## src/rtl/sgpu_multi_fetch.sv

```systemverilog
// Multi-channel sequential-read fetch engine: each channel streams DW-word
// bursts from ICB memory into its own FWFT FIFO, one bus read at a time.
module sgpu_multi_fetch #(
   parameter int NUM_CH     = 2,
   parameter int DW         = 64,
   parameter int AW         = 32,
   parameter int FIFO_DEPTH = 16,
   parameter int LEN_W      = 16
) (
   input  logic                    clk,
   input  logic                    rst,
   input  logic [NUM_CH-1:0]       start,
   input  logic [NUM_CH-1:0]       abort,
   input  logic [NUM_CH*AW-1:0]    cfg_base,
   input  logic [NUM_CH*LEN_W-1:0] cfg_words,
   output logic [NUM_CH-1:0]       busy,
   output logic [NUM_CH-1:0]       done,
   output logic [NUM_CH-1:0]       err,
   output logic                    o_icb_cmd_vld,
   input  logic                    o_icb_cmd_rdy,
   output logic                    o_icb_cmd_read,
   output logic [AW-1:0]           o_icb_cmd_addr,
   output logic [DW-1:0]           o_icb_cmd_wdata,
   output logic [DW/8-1:0]         o_icb_cmd_wmask,
   input  logic                    o_icb_rsp_vld,
   output logic                    o_icb_rsp_rdy,
   input  logic [DW-1:0]           o_icb_rsp_rdata,
   input  logic                    o_icb_rsp_err,
   output logic [NUM_CH-1:0]       s_vld,
   input  logic [NUM_CH-1:0]       s_rdy,
   output logic [NUM_CH*DW-1:0]    s_data
);

   localparam int CW = (NUM_CH > 1) ? $clog2(NUM_CH) : 1;
   localparam int PW = $clog2(FIFO_DEPTH);
   localparam logic [AW-1:0] STEP = AW'(DW / 8);

   typedef enum logic [1:0] {IDLE, CMD, RSP} state_t;

   state_t          state;
   logic [CW-1:0]   grant, last, pick, idx;
   logic            found, discard, rsp_live;
   logic [AW-1:0]   cmd_addr;

   logic [AW-1:0]    addr_q [NUM_CH];
   logic [LEN_W-1:0] remain [NUM_CH];
   logic [DW-1:0]    mem    [NUM_CH][FIFO_DEPTH];
   logic [PW-1:0]    wr_ptr [NUM_CH];
   logic [PW-1:0]    rd_ptr [NUM_CH];
   logic [PW:0]      count  [NUM_CH];
   logic [NUM_CH-1:0] elig, push, fail, pop;

   assign o_icb_cmd_vld   = (state == CMD);
   assign o_icb_cmd_read  = 1'b1;
   assign o_icb_cmd_addr  = cmd_addr;
   assign o_icb_cmd_wdata = '0;
   assign o_icb_cmd_wmask = '0;
   assign o_icb_rsp_rdy   = (state == RSP);

   for (genvar g = 0; g < NUM_CH; g++) begin : g_stream
      assign s_vld[g]             = (count[g] != '0);
      assign s_data[g*DW +: DW]   = mem[g][rd_ptr[g]];
   end

   // Round-robin search begins one past the last granted channel.
   always_comb begin
      found = 1'b0;
      pick  = last;
      idx   = '0;
      for (int i = 0; i < NUM_CH; i++)
         elig[i] = busy[i] && (remain[i] != '0) && (count[i] != (PW+1)'(FIFO_DEPTH));
      for (int k = 1; k <= NUM_CH; k++) begin
         idx = CW'((int'(last) + k) % NUM_CH);
         if (!found && elig[idx]) begin
            found = 1'b1;
            pick  = idx;
         end
      end
   end

   // A response for an aborted transfer is still handshaken but never lands.
   always_comb begin
      rsp_live = (state == RSP) && o_icb_rsp_vld && !discard && !abort[grant];
      for (int i = 0; i < NUM_CH; i++) begin
         push[i] = rsp_live && !o_icb_rsp_err && (grant == CW'(i));
         fail[i] = rsp_live &&  o_icb_rsp_err && (grant == CW'(i));
         pop[i]  = s_vld[i] && s_rdy[i];
      end
   end

   // NOTE: sequential state uses non-blocking assignments so every flop
   // samples the pre-edge values regardless of statement order.
   always_ff @(posedge clk) begin
      if (rst) begin
         state    <= IDLE;
         grant    <= '0;
         last     <= CW'(NUM_CH - 1);
         discard  <= 1'b0;
         cmd_addr <= '0;
      end else begin
         case (state)
            IDLE: if (found) begin
               grant    <= pick;
               last     <= pick;
               cmd_addr <= addr_q[pick];
               discard  <= abort[pick];
               state    <= CMD;
            end
            CMD: begin
               if (abort[grant]) discard <= 1'b1;
               if (o_icb_cmd_rdy) state <= RSP;
            end
            RSP: begin
               if (abort[grant]) discard <= 1'b1;
               if (o_icb_rsp_vld) state <= IDLE;
            end
            default: state <= IDLE;
         endcase
      end
   end

   always_ff @(posedge clk) begin
      if (rst) begin
         for (int i = 0; i < NUM_CH; i++) begin
            busy[i]   <= 1'b0;
            done[i]   <= 1'b0;
            err[i]    <= 1'b0;
            addr_q[i] <= '0;
            remain[i] <= '0;
            wr_ptr[i] <= '0;
            rd_ptr[i] <= '0;
            count[i]  <= '0;
         end
      end else begin
         for (int i = 0; i < NUM_CH; i++) begin
            done[i] <= 1'b0;
            if (abort[i]) begin
               busy[i]   <= 1'b0;
               wr_ptr[i] <= '0;
               rd_ptr[i] <= '0;
               count[i]  <= '0;
            end else begin
               if (start[i] && !busy[i]) begin
                  err[i] <= 1'b0;
                  if (cfg_words[i*LEN_W +: LEN_W] == '0) begin
                     done[i] <= 1'b1;
                  end else begin
                     busy[i]   <= 1'b1;
                     addr_q[i] <= cfg_base[i*AW +: AW];
                     remain[i] <= cfg_words[i*LEN_W +: LEN_W];
                  end
               end
               if (push[i]) begin
                  wr_ptr[i] <= wr_ptr[i] + PW'(1);
                  addr_q[i] <= addr_q[i] + STEP;
                  remain[i] <= remain[i] - LEN_W'(1);
                  if (remain[i] == LEN_W'(1)) begin
                     done[i] <= 1'b1;
                     busy[i] <= 1'b0;
                  end
               end
               if (fail[i]) begin
                  err[i]  <= 1'b1;
                  busy[i] <= 1'b0;
               end
               if (pop[i]) rd_ptr[i] <= rd_ptr[i] + PW'(1);
               if (push[i] && !pop[i])      count[i] <= count[i] + (PW+1)'(1);
               else if (pop[i] && !push[i]) count[i] <= count[i] - (PW+1)'(1);
            end
         end
      end
   end

   // NOTE: FIFO storage has no reset; the pointers and count alone decide
   // what is valid, so clearing the array would only cost logic.
   always_ff @(posedge clk) begin
      for (int i = 0; i < NUM_CH; i++)
         if (push[i]) mem[i][wr_ptr[i]] <= o_icb_rsp_rdata;
   end

endmodule

```

## config.mk

```make
export PLATFORM = sky130hd
export DESIGN_NAME = sgpu_multi_fetch
export DESIGN_NICKNAME = d
export VERILOG_FILES = /design/src/rtl/sgpu_multi_fetch.sv
export SDC_FILE = /design/constraint.sdc
export NUM_CORES = 2
export LEC_CHECK = 0
export BUFFER_PORTS_ARGS = -buffer_cell sky130_fd_sc_hd__buf_2
export CAP_MARGIN = 30
export CORE_UTILIZATION = 64
export CTS_BUF_LIST = sky130_fd_sc_hd__clkbuf_2
export CTS_CLUSTER_SIZE = 14
export DETAILED_ROUTE_END_ITERATION = 10
export GPL_TIMING_DRIVEN = 0
export PLACE_DENSITY = 0.84
export SLEW_MARGIN = 20
export SYNTH_ARGS = -nofsm -noshare
export SYNTH_HDL_FRONTEND = slang
export SYNTH_SLANG_ARGS = --single-unit
```

## constraint.sdc

```tcl
create_clock -name clk -period 8.88 [get_ports clk]
set_clock_uncertainty 0.1 [all_clocks]
set_input_delay 0.888 -clock clk [delete_from_list [all_inputs] [get_ports clk]]
set_output_delay 0.888 -clock clk [all_outputs]
set_load 0.02 [all_outputs]
```

==> metrics.txt <==
status finished, final reports clean; max incr delay on CP 0.74 ns; die area 0.138 mm2; drt pass-1 iters 10; RSZ-0062 raised after global routing false; commonest non-fill, non-tap cell in the layout edfxtp_1; number of nets with antenna violations after routing 0; core region area 0.135 mm2; Final Power 21.3 mW; Row Count roughly 140; post-synth top area share 0.745; TritonCTS Sinks 2213; layout cells sized above 1 0.383; final setup vio count 0; VDD IR max between 0.15 and 0.2 mV; post-synthesis sequential area ratio 0.755; Pins Over Slew Limit 0; antenna violations before repair 26; Die W 372 um; #FFs+latches synth 2213; port bufs 339; Hold-fix buffers, CTS 450; Clk Latency, worst-skew pair 1.86 ns; first-pass GRT wire length 384000 um; DRC 0; Vias/cell approximately 7.1; Final Cycle Share 0.754; pin count of the biggest net entering global routing 33; Power Density 204 mW/mm2; IO Pins between 400 and 500; remaining global-route overflow 0; Leak 34.8 nW; Post-Syn Area 0.0874 mm2; Critical Path AT 5.71 ns; via count 54.6k; fin crit period 6.70 ns; final worst slack 2.18 ns; Clock transition at path regs 0.13 ns; WHS around 0.11 ns; Post-CTS Resized 0; Worst Path Max Fanout 10; Wirelength per Cell 35.8 um; Worst Path Required 7.89 ns; root buf cell clkbuf_2; DP Wirelength 162000 um; main flop type after synthesis edfxtp_1; Critical Path Sink Type output port; routability cong. 0.928; H-tree levels 6; Hold Vio Cnt, Final 0; CP max-delay cell clkbuf_1; Initial Utilization 0.645; top cells by area, synth edfxtp_1 75%, mux4_2 16%, dfxtp_1 0.98%; Distinct cells, synth 70; vias in the first global route 55.4k; worst slack at placement 4.16 ns; asr flop ratio synth 0; post-layout util 0.769; largest area contributor in the netlist edfxtp_1; TritonCTS clock tree built; cell mode on critical path clkbuf_1; Iter 0 DRT Violations 9638; Max Cap Viol 0; Yosys Warn Count 0; nets@finish a little under 6k; Max Root-Sink Buffers 4; CP Class flip-flop to output port; Post-Syn Instances 3970; slew margin rel. 0.157; Critical Path, Cell by Cell clkbuf_1, clkbuf_1, buf_6, clkbuf_1, mux4_2, mux4_2, buf_2; post-route setup TNS 0 ns; worst hold path type input pin to flip-flop; TritonCTS buffer count approximately 540; drt total wl around 280000 um; startpoint class of the critical path flip-flop; Area Growth Syn to Fin 19.2%; fmax 149 MHz; Slew @ Worst Pin between 1 and 1.5 ns; Post-synth EDFFs 2170; average size of a mapped cell 22.0 um2; filler cell count 6645; GRT Overall Usage 0.402; most frequent cells in the layout 2170 x edfxtp_1, 780 x clkbuf_2, 640 x mux4_2, 445 x dlygate4sd3_1, 419 x buf_2; Setup Fix Bufs, Post-CTS 0; Die H ~370 um
## Yosys cell counts, types with 46 or more instances
library cell     n
nor2_1         121
mux4_2         640
buf_4           74
nand2_1         76
nand3_1         60
edfxtp_1      2170
xnor2_1         59
a2111oi_0       62
nor3_1          61
nor4_1          46
buf_2           73
clkbuf_1       124
## path summary, 6_finish.rpt
check | cells past startpoint | from | slack (ns) | endpoint
worst max-delay path | 7 | rd_ptr[1][1] | 2.18 | s_data[123]
worst min-delay path | 2 | o_icb_rsp_rdata[61] | 0.11 | mem[0][1021]
worst max register to register | 12 | state[0] | 4.26 | mem[0][1887]
worst min register to register | 1 | discard | 0.44 | discard
## layer usage
layer	up-vias	GRT usage	wire length (um)
met2	6162	0.630	132000
li1	20200	-	-
met3	1579	0.117	39200
met4	20	0.284	23500
met5	-	0.00280	139
met1	26600	0.484	82200
## where the power goes
group | switching (mW) | total [mW] | leakage, nW | internal (mW)
registers | 0.115 | 11.7 | 20.0 | 11.5
logic | 1.69 | 2.82 | 11.1 | 1.13
clock network | 4.22 | 6.82 | 3.61 | 2.60
total | 6.03 | 21.3 | 34.8 | 15.3
## registers in the layout, summed over array words and instances, names as in the netlist, 2 cells and up
name	cells
done	2
count	10
o_icb_cmd_addr	32
mem	2048
state	2
addr_q	64
remain	32
busy	2
rd_ptr	8
err	2
wr_ptr	8
## cells by family (layout without fill, tap and decap cells)
logic type | after synthesis | count (layout) | share of synthesized area
and+or+nand+nor | 461 | 461 | 0.0277
xor gates and xnor gates | 90 | 90 | 0.00902
AOI/OAI and AO/OA | 204 | 204 | 0.0196
other | 2 | 88 | 0.0000859
muxes | 642 | 642 | 0.165
DFF | 2213 | 2213 | 0.755
buffers and inverters | 330 | 2234 | 0.0191
adders and majority gates | 28 | 28 | 0.00409
## stage by stage
stage               instances  instance area (um2)
floorplan                4041                87700
global placement         6161                91600
detailed placement       6336                94500
CTS                      7686               104000
global route             7733               104000
finish                   7741               104000
## critical path, delay by kind of cell, from the launching register on
family | cells | cell delay, ns
buffers and inverters | 5 | 2.39
DFF | 1 | 0.40
muxes | 2 | 1.09
## layout make-up
class / count / area, um2 / share of cell area
Antenna cell: 15 / 37.5 / 0.000360
Timing Repair Buffer: 1004 / 9300 / 0.0893
Sequential cell: 2213 / 66000 / 0.634
Buffer: 293 / 1540 / 0.0148
Inverter: 37 / 139 / 0.00133
Clock inverter: 129 / 782 / 0.00751
Tap cell: 1781 / 2230 / 0.0214
Multi-Input combinational cell: 1498 / 20300 / 0.195
Clock buffer: 771 / 3860 / 0.0370
No activity file was read; power rests on OpenSTA's default activity.
